**src/rtl/div_pkg.sv**
```systemverilog
// Shared definitions for the restoring divider: state encodings and default width.
package div_pkg;

  localparam int DIV_WIDTH_DEFAULT = 8;

  // S_ZERO is only entered when the divide-by-zero fast path is compiled in.
  typedef enum logic [1:0] {
    S_IDLE = 2'd0,
    S_RUN  = 2'd1,
    S_DONE = 2'd2,
    S_ZERO = 2'd3
  } div_state_e;

endpackage

```
**src/rtl/div_trial_sub.sv**
```systemverilog
// Trial subtraction for one restoring-division step: {0,B} is subtracted from the
// WIDTH+1-bit partial remainder t. Purely combinational.
module div_trial_sub
  import div_pkg::*;
#(
  parameter int WIDTH = DIV_WIDTH_DEFAULT
) (
  input  logic [WIDTH:0]   t,
  input  logic [WIDTH-1:0] d,
  output logic [WIDTH-1:0] diff,
  output logic             borrow
);

  logic [WIDTH:0] full_diff;

  // A set top bit means t < d, so the step must restore.
  always_comb begin
    full_diff = t - {1'b0, d};
    diff      = full_diff[WIDTH-1:0];
    borrow    = full_diff[WIDTH];
  end

endmodule

```
**src/rtl/restoring_divider_8bit.sv**
```systemverilog
// Sequential unsigned restoring divider, one trial subtraction per clock.
// Optional feature macro: DIV_BYZERO_FAST_EN (divisor 0 skips the iteration).
//
//   state  | meaning
//   S_IDLE | waiting for start; results hold
//   S_RUN  | iterating, one quotient bit per edge
//   S_DONE | results valid, done pulses; start here is accepted
//   S_ZERO | divide-by-zero shortcut, one cycle (fast path only)
module restoring_divider_8bit
  import div_pkg::*;
#(
  parameter int WIDTH = DIV_WIDTH_DEFAULT
) (
  input  logic             clk,
  input  logic             rst_n,
  input  logic             start,
  input  logic [WIDTH-1:0] dividend,
  input  logic [WIDTH-1:0] divisor,
  output logic [WIDTH-1:0] quotient,
  output logic [WIDTH-1:0] remainder,
  output logic             busy,
  output logic             done,
  output logic             div_by_zero
);

  localparam int CNT_W = $clog2(WIDTH);

  div_state_e       state_q, state_d;
  logic [WIDTH-1:0] q_sh_q, q_sh_d;
  logic [WIDTH-1:0] r_acc_q, r_acc_d;
  logic [WIDTH-1:0] d_reg_q, d_reg_d;
  logic [CNT_W-1:0] cnt_q, cnt_d;
  logic [WIDTH-1:0] quotient_q, quotient_d;
  logic [WIDTH-1:0] remainder_q, remainder_d;
  logic             dbz_q, dbz_d;

  logic             accept;
  logic             last_step;
  logic [WIDTH:0]   trial_t;
  logic [WIDTH-1:0] trial_diff;
  logic             trial_borrow;
  logic [WIDTH-1:0] q_sh_step;
  logic [WIDTH-1:0] r_acc_step;

  assign accept    = start && ((state_q == S_IDLE) || (state_q == S_DONE));
  assign last_step = (state_q == S_RUN) && (cnt_q == CNT_W'(WIDTH - 1));
  assign trial_t   = {r_acc_q, q_sh_q[WIDTH-1]};

  div_trial_sub #(.WIDTH(WIDTH)) u_trial (
    .t      (trial_t),
    .d      (d_reg_q),
    .diff   (trial_diff),
    .borrow (trial_borrow)
  );

  // Next shift-register contents for one step: keep the difference unless it borrowed.
  always_comb begin
    q_sh_step  = {q_sh_q[WIDTH-2:0], ~trial_borrow};
    r_acc_step = trial_borrow ? trial_t[WIDTH-1:0] : trial_diff;
  end

  // State register with synchronous active-low reset.
  always_ff @(posedge clk) begin
    if (!rst_n) state_q <= S_IDLE;
    else        state_q <= state_d;
  end

  // Next-state logic.
  always_comb begin
    state_d = state_q;
    case (state_q)
      S_IDLE, S_DONE: begin
        if (start) begin
`ifdef DIV_BYZERO_FAST_EN
          state_d = (divisor == '0) ? S_ZERO : S_RUN;
`else
          state_d = S_RUN;
`endif
        end else begin
          state_d = S_IDLE;
        end
      end
      S_RUN:   if (last_step) state_d = S_DONE;
      S_ZERO:  state_d = S_DONE;
      default: state_d = S_IDLE;
    endcase
  end

  // Status outputs decoded from state.
  always_comb begin
    busy = (state_q == S_RUN);
    done = (state_q == S_DONE);
  end

  // Datapath next values: operand capture, iteration, and result load.
  always_comb begin
    q_sh_d      = q_sh_q;
    r_acc_d     = r_acc_q;
    d_reg_d     = d_reg_q;
    cnt_d       = cnt_q;
    quotient_d  = quotient_q;
    remainder_d = remainder_q;
    dbz_d       = dbz_q;
    if (accept) begin
      q_sh_d  = dividend;
      d_reg_d = divisor;
      r_acc_d = '0;
      cnt_d   = '0;
    end else if (state_q == S_RUN) begin
      q_sh_d  = q_sh_step;
      r_acc_d = r_acc_step;
      cnt_d   = cnt_q + CNT_W'(1);
      if (last_step) begin
        quotient_d  = q_sh_step;
        remainder_d = r_acc_step;
        dbz_d       = (d_reg_q == '0);
      end
    end
`ifdef DIV_BYZERO_FAST_EN
    else if (state_q == S_ZERO) begin
      quotient_d  = '1;
      remainder_d = q_sh_q;
      dbz_d       = 1'b1;
    end
`endif
  end

  // Datapath and result registers with synchronous active-low reset.
  always_ff @(posedge clk) begin
    if (!rst_n) begin
      q_sh_q      <= '0;
      r_acc_q     <= '0;
      d_reg_q     <= '0;
      cnt_q       <= '0;
      quotient_q  <= '0;
      remainder_q <= '0;
      dbz_q       <= 1'b0;
    end else begin
      q_sh_q      <= q_sh_d;
      r_acc_q     <= r_acc_d;
      d_reg_q     <= d_reg_d;
      cnt_q       <= cnt_d;
      quotient_q  <= quotient_d;
      remainder_q <= remainder_d;
      dbz_q       <= dbz_d;
    end
  end

  assign quotient    = quotient_q;
  assign remainder   = remainder_q;
  assign div_by_zero = dbz_q;

endmodule
```
**config.mk**
```make
export PLATFORM = sky130hd
export DESIGN_NAME = restoring_divider_8bit
export DESIGN_NICKNAME = d
export VERILOG_FILES = /design/src/rtl/div_pkg.sv /design/src/rtl/div_trial_sub.sv /design/src/rtl/restoring_divider_8bit.sv
export SDC_FILE = /design/constraint.sdc
export NUM_CORES = 1
export LEC_CHECK = 0
export CELL_PAD_IN_SITES_DETAIL_PLACEMENT = 0
export CELL_PAD_IN_SITES_GLOBAL_PLACEMENT = 1
export CORE_MARGIN = 2
export CORE_UTILIZATION = 35
export CTS_BUF_LIST = sky130_fd_sc_hd__clkbuf_16
export CTS_CLUSTER_SIZE = 28
export DETAILED_ROUTE_END_ITERATION = 10
export GPL_TIMING_DRIVEN = 0
export PLACE_DENSITY = 0.71
export SLEW_MARGIN = 10
export SYNTH_ARGS = -nofsm -noshare
export SYNTH_HDL_FRONTEND = slang
export SYNTH_SLANG_ARGS = --single-unit
```
**constraint.sdc**
```tcl
create_clock -name clk -period 6.9 [get_ports clk]
set_clock_uncertainty 0.1 [all_clocks]
set_input_delay 1.38 -clock clk [delete_from_list [all_inputs] [get_ports clk]]
set_output_delay 1.38 -clock clk [all_outputs]
set_load 0.01 [all_outputs]
```
* Word level (Yosys, flattened, before mapping)
Index checks and enable logic that the tools add are counted.
Storage, ports and cells: output and inout port bits 19, logic and storage cells 33, input port bits 19, register bits 46
Operators by class: equal/unequal tests 5, add/sub/neg operators 2, mux-type cells 6, reductions and logical operators 9, bitwise logic cells 3
Operators with widths (number):
- $mux 8 | 3
- $sub 9x8->9 | 1
- $logic_not 8->1 | 1
- $pmux 2 s3 | 1
- $eq 2x2->1 const B | 2
- $reduce_or 2->1 | 2
- $add 3x1->3 const B | 1
- $eq 3x3->1 const B | 1
- $not 1->1 | 3
- $reduce_and 3->1 | 1
- $eq 2x1->1 const B | 1
- $logic_and 1x1->1 | 2
- $logic_not 2->1 | 1
- $mux 2 | 1
- $ne 2x1->1 const B | 1
- $reduce_bool 2->1 | 1
- $logic_or 1x1->1 | 1
- $mux 1 | 1

* Depth between registers and ports, before layout
depth after elaboration 5, mapped depth 11

* Modules after synthesis
Synthesis repeated with hierarchy kept, for this count alone.
Unflattened totals: cell total of the unflattened synthesis 260, area, all modules 2250.9 µm²
By module, submodules not included:
- restoring_divider_8bit | cells each 202, instances 1, area an instance 1861.8 µm², sequential area each 920.9 µm²
- div_trial_sub | cells each 58, instances 1, area an instance 389.1 µm², sequential area each 0.0 µm²

* Least setup slack after synthesis
OpenSTA, ideal clock, no wires.
path type reg-to-reg, from register q_sh_q[7], to register remainder_q[1], in the netlist remainder[1], period minus slack after synthesis 2.576 ns, stages on the path, launching flop included 12, library setup time 0.062 ns, arrival time 2.413 ns, path slack 4.324 ns, cell sequence dfxtp_1 inv_1 ha_1 fa_1 nor2b_4 o31a_1 o21ai_0 or2_0 buf_2 buf_6 or4_1 nand3_1
On the way: cells in the longest elaborated chain, start to end 2
RTL lines:
- start, declared | RTL line restoring_divider_8bit.sv:29 | logic [WIDTH-1:0] q_sh_q, q_sh_d;
- start signal, assigned | RTL line restoring_divider_8bit.sv:139 | q_sh_q <= q_sh_d;
- $sub 9x8->9 | RTL line div_trial_sub.sv:18 | full_diff = t - {1'b0, d};
- $mux 8 | RTL line restoring_divider_8bit.sv:59 | r_acc_step = trial_borrow ? trial_t[WIDTH-1:0] : trial_diff;
- end signal, assigned | RTL line restoring_divider_8bit.sv:144 | remainder_q <= remainder_d;
- end, declared | RTL line restoring_divider_8bit.sv:34 | logic [WIDTH-1:0] remainder_q, remainder_d;
Every way passes these cells. A chain may end at the register's enable or synchronous reset.

* Worst setup path after layout
from register state_q[0], to output busy
On the way: cells in the longest elaborated chain, start to end 1
RTL lines:
- start, declared | RTL line restoring_divider_8bit.sv:28 | div_state_e state_q, state_d;
- start signal, assigned | RTL line restoring_divider_8bit.sv:65 | else state_q <= state_d;
- $eq 2x1->1 | RTL line restoring_divider_8bit.sv:91 | busy = (state_q == S_RUN);
- end, declared | RTL line restoring_divider_8bit.sv:21 | output logic busy,
Every way passes these cells.

==> results.py <==
metrics = {
    "setup_path": {
        "arrival_ps": 2230,
        "crit_type": "reg -> out",
        "cp-start-kind": "register",
        "cp_num_buf_inv": 4,
        "critPathTopFamily": "buffers and inverters",
        "cp-end-kind": "primary output",
        "r2r_slack_ps": 3930,
        "critPathMaxStageDelay_ps": 640,
        "crit_fanout": 10,
        "worstPathRequired_ps": 5420,
        "slowest_stage": "clkdlybuf4s50_1",
        "crit_chain": "nand2b_1 -> inv_1 -> buf_4 -> clkbuf_1 -> clkdlybuf4s50_1",
    },
    "floorplan": {
        "die_h_um": 83.4,
        "die-area_um2": 6950,
        "rows": 28,
        "fp.dieW_um": 83.4,
        "initial_core_util": 0.368,
        "core_um2": 5990,
        "ios": 38,
    },
    "sta": {
        "rsz0062_at_grt": "no",
        "setup_viol": 0,
        "min_period_over_period": 0.538,
        "finalSetupTns_ps": 0,
        "slew_headroom": 0.604,
        "max_slew.worst_pin.slew_ps": 588,
        "drv_slew": 0,
        "setup_ws_ps": 3190,
        "finalHoldWorstSlack_ps": 356,
        "post-route-min-period_ps": 3710,
        "hold_violations": 0,
        "fmax_ghz": 0.269,
    },
    "layout": {
        "final_util": 0.469,
        "area_growth_pct": 27.3,
        "nNetsFinal": 341,
        "design_area_um2": 2810,
        "num-fill-cells": 601,
        "insertedDiodeCount": 0,
        "multiInputGateArea_um2": 1160,
        "drive_gt1_frac": 0.0641,
        "seqCellArea_um2": 921,
        "fin_cells": 387,
    },
    "power_and_ir_drop": {
        "p_leak_nw": 1.07,
        "finalPower_mw": 0.653,
        "pwr_density_cell_nw_per_um2": 233,
        "vdd_drop_max_v": 0.000127,
    },
    "synth": {
        "syn_inst": 267,
        "ys_seq_area_frac": 0.417,
        "yosys.cell_types.count": 44,
        "synth_nets": 297,
        "yosys-top-cells-count": "nand2_1 (48), dfxtp_1 (46), a21oi_1 (34)",
        "synth_area_leaders": "dfxtp_1 (42%), nand2_1 (8.2%), a21oi_1 (7.7%)",
        "synth_warnings": 0,
        "yosysTopAreaCell": "dfxtp_1",
        "synth-seq-cells": 46,
        "synth.top_cell.area_share": 0.417,
        "async_flop_share": 0,
        "synth_most_common_cell": "nand2_1",
        "syn_avg_cell_area_um2": 8.26,
        "syn_area_um2": 2210,
        "synth_edf_count": 0,
        "synth_ff_type": "dfxtp_1",
    },
    "clock_network": {
        "cts_buffers": 5,
        "clk_pin_slew_worst_paths_ps": 60,
        "cts_tree": "built",
        "cts_max_path_buffers": 2,
        "cts_resized": 0,
        "cts.htree.levels": 2,
        "post_cts_buffers": 0,
        "root_buffer": "clkbuf_16",
        "cts_hold_buffers": 0,
        "clock-sinks": 46,
        "clock_latency_ps": 280,
    },
    "run_status": {
        "status": "complete, no violations",
    },
    "worst_hold_path": {
        "hp-class": "reg -> reg",
    },
    "placed_design": {
        "dp_hpwl_um": 4190,
        "post-place-ws_ps": 3510,
        "gp_congestion": 0.769,
        "dpl_cell_area_um2": 2670,
        "placedCellCount": 379,
        "portBuffers": 37,
    },
    "route": {
        "drt_wl_total_um": 5520,
        "first_iter_violations": 81,
        "firstDrtPassIters": 4,
        "vias": 1977,
        "viasPerCell": 5.11,
        "drc": 0,
        "detail_route.wl_per_cell_um": 14.3,
        "antenna_left": 0,
    },
    "global_routing": {
        "grt_pass1_wl_um": 9030,
        "grt_antenna_before_repair": 0,
        "grt_overflow_total": 0,
        "grt_pass1_vias": 1794,
        "grt_usage": 0.160,
        "grt_max_degree": 14,
    },
    "job": {
        "maxCapViolCount": 0,
    },
}
## registers in the layout (all words and copies together), names as in the netlist
register / cells
quotient: 8
state_q: 2
div_by_zero: 1
remainder: 8
cnt_q: 3
q_sh_q: 8
d_reg_q: 8
r_acc_q: 8
## layer usage
| layer | global-route usage | vias up | routed length, µm |
|---|---|---|---|
| met4 | 0.0447 | 0 | 65 |
| met3 | 0.0328 | 7 | 187 |
| li1 | - | 1027 | - |
| met1 | 0.228 | 908 | 2850 |
| met2 | 0.244 | 35 | 2420 |
| met5 | 0 | - | 0 |
## cells in the final DEF, fill, tap and decap left out, drive strengths merged
cell type and count:
xor2 1, nand3b 1, buf 7, or3 1, clkinv 2, and2 2
o21a 3, dfxtp 46, fa 1, nor2 17, o211a 2, ha 10
o211ai 1, and2b 1, a211oi 10, nor4 4, o311ai 1, xnor2 2
nand3 7, or4 5, o311a 2, inv 13, o31a 3, nand2b 5
o21ai 9, nand2 48, nand4 4, a22oi 8, nor3 1, nor2b 3
clkbuf 14, or2 2, mux2i 2, o22ai 1, a21oi 34, clkdlybuf4s50 37
a21o 2
## cells by family after synthesis
kind of cell,after synthesis,synth area share
buf+inv,28,0.0561
fa+ha+maj,11,0.0658
compound gates,76,0.223
flops,46,0.417
simple gates,101,0.217
mux,2,0.00908
xor+xnor,3,0.0119
## worst reg2reg max path, cell delays in order (launching register included)
cell and delay (ps):
dfxtp_1 400, inv_1 70, ha_1 220, fa_1 430, nor2b_4 150, o31a_1 210, o21ai_0 260, or2_0 260
buf_2 150, buf_6 150, mux2i_1 310, a211oi_1 120
## path summary, 6_finish.rpt
check,to,depth (start not counted),start
setup / recovery,busy,5,state_q[0]$_SDFFE_PN0P_
hold / removal,quotient[5]$_SDFFE_PN0P_,2,quotient[5]$_SDFFE_PN0P_
setup reg to reg,r_acc_q[6]$_SDFFE_PP0P_,11,q_sh_q[7]$_SDFFE_PN0P_
hold reg to reg,quotient[5]$_SDFFE_PN0P_,2,quotient[5]$_SDFFE_PN0P_
## final cells by class
cell class,instances,share of cell area
Buffer,16,0.0281
Multi-Input combinational cell,193,0.414
Inverter,12,0.0160
Timing Repair Buffer,37,0.132
Sequential cell,46,0.328
Clock buffer,5,0.0446
Tap cell,75,0.0334
Clock inverter,3,0.00446
## where the power goes
group	internal [mW]	switching (mW)	leakage, nW
registers	0.276	0.00935	0.374
logic	0.0615	0.0805	0.627
clock network	0.131	0.0951	0.0724
total	0.468	0.185	1.07
Power figures use the tool's default switching activity.
